File: src/rtl/cpu_mem_pkg.sv
// Shared types and constants for the CPU-to-unified-memory arbitration path.
package cpu_mem_pkg;

  typedef enum logic [1:0] {
    ST_IDLE  = 2'd0,
    ST_DATA  = 2'd1,
    ST_FETCH = 2'd2,
    ST_DONE  = 2'd3
  } arb_state_t;

  localparam logic [2:0]  SIZE_WORD         = 3'b010;
  localparam logic [31:0] NOP_INSTR_DEFAULT = 32'h00000013;

endpackage

File: src/rtl/mem_wait_timer.sv
// Watchdog for one memory access: counts cycles without ack and flags expiry
// at TIMEOUT_CYC. An ack arriving in the expiry cycle suppresses the abort.
module mem_wait_timer #(
  parameter int TIMEOUT_CYC = 255
) (
  input  logic clock,
  input  logic reset,
  input  logic clear,
  input  logic count_en,
  input  logic ack,
  output logic expired
);

  localparam int              CNT_W   = $clog2(TIMEOUT_CYC + 1);
  localparam logic [CNT_W-1:0] CNT_MAX = CNT_W'(TIMEOUT_CYC);

  logic [CNT_W-1:0] wait_cnt;

  // Saturates at CNT_MAX so a stuck request can never wrap back to zero.
  always_ff @(posedge clock) begin
    if (reset || clear) begin
      wait_cnt <= '0;
    end else if (count_en && !ack && (wait_cnt != CNT_MAX)) begin
      wait_cnt <= wait_cnt + CNT_W'(1);
    end
  end

  assign expired = count_en && !ack && (wait_cnt == CNT_MAX);

endmodule

File: src/rtl/mem_port_arbiter.sv
// Serialises the CPU's data access and instruction fetch onto one memory port,
// data first, freezing the pipeline until both have completed or been aborted.
module mem_port_arbiter
  import cpu_mem_pkg::*;
#(
  parameter int          TIMEOUT_CYC = 255,
  parameter logic [31:0] NOP_INSTR   = NOP_INSTR_DEFAULT
) (
  input  logic        CLK,
  input  logic        Reset,
  input  logic [31:0] Instr_Addr,
  output logic [31:0] INSTRUCTION,
  input  logic [31:0] d_addr,
  input  logic [31:0] d_wdata,
  input  logic [2:0]  d_type,
  input  logic        d_rd_en,
  input  logic        d_wr_en,
  output logic [31:0] d_rdata,
  output logic        stall,
  output logic        bus_err,
  output logic        MEM_req,
  output logic        MEM_we,
  output logic [31:0] MEM_addr,
  output logic [31:0] MEM_wdata,
  output logic [2:0]  MEM_size,
  input  logic        MEM_ack,
  input  logic [31:0] MEM_rdata
);

  arb_state_t  state, state_next;
  logic [31:0] instr_addr_q, d_addr_q, d_wdata_q;
  logic [2:0]  d_type_q;
  logic        is_wr, is_rd;
  logic        in_access, expired, access_end;

  assign in_access  = (state == ST_DATA) || (state == ST_FETCH);
  assign access_end = in_access && (MEM_ack || expired);

  mem_wait_timer #(
    .TIMEOUT_CYC(TIMEOUT_CYC)
  ) u_wait_timer (
    .clock   (CLK),
    .reset   (Reset),
    .clear   (!in_access || (state_next != state)),
    .count_en(in_access),
    .ack     (MEM_ack),
    .expired (expired)
  );

  always_ff @(posedge CLK) begin
    if (Reset) begin
      state <= ST_IDLE;
    end else begin
      state <= state_next;
    end
  end

  always_comb begin
    state_next = state;
    case (state)
      ST_IDLE:  state_next = (d_rd_en || d_wr_en) ? ST_DATA : ST_FETCH;
      ST_DATA:  if (access_end) state_next = ST_FETCH;
      ST_FETCH: if (access_end) state_next = ST_DONE;
      ST_DONE:  state_next = ST_IDLE;
      default:  state_next = ST_IDLE;
    endcase
  end

  // Memory-side outputs decode only from state and the request latched in IDLE,
  // so they stay stable for the whole request regardless of CPU input changes.
  always_comb begin
    MEM_req   = 1'b0;
    MEM_we    = 1'b0;
    MEM_addr  = '0;
    MEM_wdata = '0;
    MEM_size  = '0;
    stall     = (state != ST_DONE);
    case (state)
      ST_DATA: begin
        MEM_req   = 1'b1;
        MEM_we    = is_wr;
        MEM_addr  = d_addr_q;
        MEM_wdata = d_wdata_q;
        MEM_size  = d_type_q;
      end
      ST_FETCH: begin
        MEM_req  = 1'b1;
        MEM_addr = instr_addr_q;
        MEM_size = SIZE_WORD;
      end
      default: ;
    endcase
  end

  always_ff @(posedge CLK) begin
    if (Reset) begin
      instr_addr_q <= '0;
      d_addr_q     <= '0;
      d_wdata_q    <= '0;
      d_type_q     <= '0;
      is_wr        <= 1'b0;
      is_rd        <= 1'b0;
      INSTRUCTION  <= NOP_INSTR;
      d_rdata      <= '0;
      bus_err      <= 1'b0;
    end else begin
      case (state)
        ST_IDLE: begin
          instr_addr_q <= Instr_Addr;
          d_addr_q     <= d_addr;
          d_wdata_q    <= d_wdata;
          d_type_q     <= d_type;
          is_wr        <= d_wr_en;
          is_rd        <= d_rd_en && !d_wr_en;
        end
        ST_DATA: begin
          if (MEM_ack) begin
            d_rdata <= is_rd ? MEM_rdata : '0;
          end else if (expired) begin
            d_rdata <= '0;
            bus_err <= 1'b1;
          end
        end
        ST_FETCH: begin
          if (MEM_ack) begin
            INSTRUCTION <= MEM_rdata;
          end else if (expired) begin
            INSTRUCTION <= NOP_INSTR;
            bus_err     <= 1'b1;
          end
        end
        default: ;
      endcase
    end
  end

endmodule

File: config.mk
export PLATFORM = sky130hd
export DESIGN_NAME = mem_port_arbiter
export DESIGN_NICKNAME = d
export VERILOG_FILES = /design/src/rtl/cpu_mem_pkg.sv /design/src/rtl/mem_wait_timer.sv /design/src/rtl/mem_port_arbiter.sv
export SDC_FILE = /design/constraint.sdc
export NUM_CORES = 1
export LEC_CHECK = 0
export BUFFER_PORTS_ARGS = -buffer_cell sky130_fd_sc_hd__buf_2
export CORE_MARGIN = 2
export CORE_UTILIZATION = 30
export DETAILED_ROUTE_END_ITERATION = 10
export PLACE_DENSITY = 0.63
export REMOVE_ABC_BUFFERS = 1
export SETUP_SLACK_MARGIN = 0.02
export SYNTH_ARGS = -nofsm -noshare
export SYNTH_HDL_FRONTEND = slang
export SYNTH_SLANG_ARGS = --single-unit
File: constraint.sdc
create_clock -name CLK -period 4.8 [get_ports CLK]
set_input_delay 0.48 -clock CLK [delete_from_list [all_inputs] [get_ports CLK]]
set_output_delay 0.48 -clock CLK [all_outputs]
set_load 0.01 [all_outputs]
Word level (Yosys, flattened, before mapping)

Cells that the tools add are included.

Register bits after elaboration: 176
Latch bits: 0
RAM bits: 0
ROM bits: 0
Output and inout port bits: 135
Memories kept: 0

$add $sub $neg: 1
Multipliers: 0
Div/mod/pow operators: 0
Order comparisons: 0
Equality and inequality tests: 7
Shifts and indexed selects: 0
Muxes and demuxes: 14
Bitwise logic cells: 1
Reduce and logical (&&, ||, !) cells: 19

Operators with widths:

| operator                                       | number |
|---|---|
| two-way mux 32 bit                             | 6 |
| one-hot mux 32 bit (2 select lines)            | 1 |
| adder 8 x 1 -> 8 bit (second input constant)   | 1 |
| == test 8 bit (second input constant)          | 1 |
| inequality test 8 bit (second input constant)  | 1 |
| one-hot mux 2 bit (4 select lines)             | 1 |
| two-way mux 2 bit                              | 3 |
| one-hot mux 3 bit (2 select lines)             | 1 |
| logical AND 1 bit                              | 5 |
| logical OR 1 bit                               | 5 |
| == test 2 bit (second input constant)          | 2 |
| AND reduction 2 bit                            | 2 |
| logical NOT 1 bit                              | 3 |
| AND reduction 3 bit                            | 1 |
| == test 2 x 1 -> 1 bit (second input constant) | 1 |
| logical NOT 2 bit                              | 1 |
| two-way mux 1 bit                              | 2 |
| inequality test 2 bit                          | 1 |
| inequality test 2 bit (second input constant)  | 1 |
| nonzero test 2 bit                             | 1 |
| OR reduction 2 bit                             | 1 |
| NOT 1 bit                                      | 1 |

Logic depth before layout (Yosys ltp)

Depth after elaboration: 11
Depth in mapped cells: 8
Mapped depth without buffers: 6

Hierarchy

From an unflattened synthesis, not the netlist that was laid out.

Cell total of the unflattened synthesis: 779
Area, all modules: 7,218.2 µm²

Modules (own cells, without submodules):

| module           | instances | cells each | area each (µm²) | seq. area each (µm²) |
|---|---|---|---|---|
| mem_port_arbiter | 1         | 731        | 6,814.0         | 3,363.2 |
| mem_wait_timer   | 1         | 48         | 404.1           | 160.2 |

Least setup slack after synthesis

No wires, ideal clock.

Path kind: register to output
Start: reg state[0]
End: out MEM_addr[0]
Arrival: 1,547 ps
Required time: 4,320 ps
Slack: 2,773 ps
Cell stages (with the launch flop): 6
Path buffers: 2
Cell sequence: dfxtp_1 inv_1 ha_1 buf_2 clkbuf_1 nor2b_1

Cells in the longest elaborated chain, start to end: 2

Ends and longest elaborated chain:

| item                                                           | line                   | text |
|---|---|---|
| start, declared                                                | mem_port_arbiter.sv:30 | `arb_state_t state, state_next;` |
| start signal, assigned                                         | mem_port_arbiter.sv:54 | `state <= state_next;` |
| == test 2 bit / == test 2 x 1 -> 1 bit (equally long branches) | mem_port_arbiter.sv:78 | `case (state)` |
| one-hot mux 32 bit (2 select lines) *                          | mem_port_arbiter.sv:78 |  |
| end, declared                                                  | mem_port_arbiter.sv:23 | `output logic [31:0] MEM_addr,` |

Every way passes the cells marked *; elsewhere a longest branch is shown, timed or not.

Final worst setup path

Start: reg state[1]
End: out MEM_addr[2]

The elaborated chain is that of the path after synthesis.

==> results.toml <==
[floorplanning]
core-area_mm2 = 0.02418
die_y_um = 160.3
io_pins = 271
fp.dieArea_mm2 = 0.02570
rows = 57
initial_utilization_pct = 30.32
die_x_um = 160.3

[clock_network]
cts.sinks = 176
clockBufferDepth = 2
cts-root-buf = "clkbuf_16"
cts_hold_buf = 0
postCtsResizedCells = 0
clock_latency_ns = 0.43
cts_tree = "done"
cts_made_buffers = 17
cts_setup_buffers = 0
cts_max_level = 4
path_clk_slew_ns = 0.09

[setup_path]
reg2reg_slack_ns = 1.85
worstPathRequired_ns = 4.32
arrival_ns = 2.69
reg2reg_depth = 7
r2r-end = "INSTRUCTION[26]"
crit_type = "flop to output pin"
endpoint_kind = "output pin"
r2r_start = "state[0]"
path_max_fanout = 71
start_kind = "flop"

[global_routing]
grt.total_usage_pct = 16.07
grt_max_degree = 78
grt_pass1_wl_mm = 33.46
grt_pass1_vias = 6260
antenna_found_initial = 2
grt-ovfl-total = 0

[power_and_ir_drop]
leakage_nw = 4.535
irDropWorstVdd_v = 0.0002633
cellPowerDensity_mw_per_mm2 = 388.4

[detailed_routing]
wirelength_met1_mm = 9.088
viasPerCell = 4.771
highest_layer = "met5"
wirelength_mm = 20.81
drcViolationCount = 0
dr_total_vias = 6312
wl_met3_mm = 1.184
avgRoutedWirePerCell_um = 15.73
routed-wl-met2_mm = 9.904
drt_iter0_markers = 372
firstDrtPassIters = 4
antenna_left = 0

[flow_run]
cap_viol_max_count = 0

[timing]
tightest_slew_ns = 1.196
setup_tns_ns = 0
fmax_ghz = 0.3155
grt_setup_unrepaired = "false"
clock_skew_ns = 0.01287
fin_ws_ns = 1.631
min_period_over_period_pct = 66.03
setup_viol = 0
hold_ws_ns = 0.2754
maxSlewHeadroom_pct = 20.14
drv_slew = 0
finalHoldViolCount = 0
min_period_ns = 3.169

[worst_hold_path]
hold_depth = 2
min_from = "MEM_rdata[6]"
hold_class = "input pin to flop"
hold_end = "INSTRUCTION[6]"

[place]
dp_slack_ns = 1.848
portBuffers = 270
post_dp_cell_area_mm2 = 0.008882
hpwlAfterDp_mm = 14.05
globalplace.congestion = 0.7829

[synthesis]
synth.yosys.seq_area_share_pct = 48.07
ys_warn_count = 0
syn_inst = 756
synthArstFlopShare_pct = 0
netlist_area_mm2 = 0.007330
synth_edf_count = 0
ys_ff_latch = 176
syn_area_per_cell_um2 = 9.695
synthFlopType = "dfxtp_1"
synth_cell_types = 51

[finish]
final_common_cell = "buf_2"
layout_common_cells = "buf_2, dfxtp_1, nor2_1, mux2i_1"
area_growth_pct = 29.84
final_cell_area_mm2 = 0.009517
drive_above_1_share_pct = 32.40
nets = 1127

[run_status]
status = "completed"
worst max path at each step:
| stage | endpoint | startpoint | depth (start not counted) |
|---|---|---|---|
| 2_1_floorplan | d_addr_q[0] | state[0] | 4 |
| 3_3_place_gp | INSTRUCTION[26] | state[0] | 7 |
| 3_5_place_dp | INSTRUCTION[20] | state[0] | 7 |
| 4_1_cts | MEM_addr[18] | state[1] | 6 |
| 5_1_grt | MEM_addr[2] | state[1] | 6 |
| 6_report | MEM_addr[2] | state[1] | 6 |
logic make-up (layout without fill, tap and decap cells):
kind of cell | after synthesis | count (layout) | share of synthesized area, %
AND/OR/NAND/NOR | 237 | 237 | 17.28
flip-flops | 176 | 176 | 48.07
AO/OA/AOI/OAI | 153 | 153 | 14.42
multiplexers | 103 | 103 | 14.08
buffers and inverters | 76 | 317 | 4.472
adder cells (fa/ha/maj) | 7 | 7 | 1.195
XOR/XNOR | 4 | 4 | 0.4781
other | 0 | 2 | 0
synthesized netlist by cell type (all sizes together), types with 3 or more instances:
master / count / area, um2
nand2b: 3 / 18.77
buf: 30 / 155.2
xnor2: 3 / 26.28
ha: 7 / 87.58
inv: 9 / 33.78
nor2: 105 / 394.1
a22oi: 32 / 240.2
nand2: 5 / 18.77
a21oi: 37 / 196.4
nor4: 8 / 71.32
a22o: 29 / 254.0
and2: 36 / 225.2
mux2i: 102 / 1021
nand4: 33 / 206.5
clkbuf: 37 / 138.9
o21ai: 36 / 180.2
o22a: 3 / 26.28
dfxtp: 176 / 3523
nor2b: 35 / 219.0
a2111oi: 3 / 40.04
metal layers:
metal	vias up	track usage [%]
met3	33	4.649
met2	162	26.19
met4	2	6.675
met5	-	0
li1	3125	-
met1	2990	19.96
cell type report:
cell class	instances	area, um2
repair buffers	276	1411
well taps	324	405.4
multi-input cells	504	3508
clock inverters	15	203.9
fillers	2460	14660
clock buffers	17	425.4
inverters	9	33.78
diodes	2	5.005
flip-flops and latches	176	3523
critical path: stages (launching register included):
cell and delay [ns]:
dfxtp_1 0.38, inv_1 0.22, ha_4 0.45, buf_4 0.62
a22oi_1 0.14, nor2b_1 0.17, buf_2 0.16
per-stage QoR:
step / utilization [%] / std cells / power [W]
6_report: 39.36 / 1323 / 0.003696
5_1_grt: 39.35 / 1322 / 0.003884
4_1_cts: 39.34 / 1321 / 0.003752
3_5_place_dp: 36.74 / 1289 / 0.002291
3_3_place_gp: 36.74 / 1289 / 0.002283
2_1_floorplan: - / 689 / 0.002090
where the power goes:
group          leakage (nW)  internal [W]  switching [W]  total [W]
Combinational          2.79      0.000277       0.000354   0.000631
Clock                 0.303      0.000724       0.000724    0.00145
Sequential             1.44       0.00156      0.0000564    0.00162
registers in the layout, indices dropped and copies added, names as in the netlist:
signal                 cells
u_wait_timer.wait_cnt      8
instr_addr_q              32
bus_err                    1
INSTRUCTION               32
d_addr_q                  32
d_wdata_q                 32
state                      2
d_rdata                   32
is_rd                      1
is_wr                      1
d_type_q                   3
Note: power is estimated with default switching activity, not from simulation.
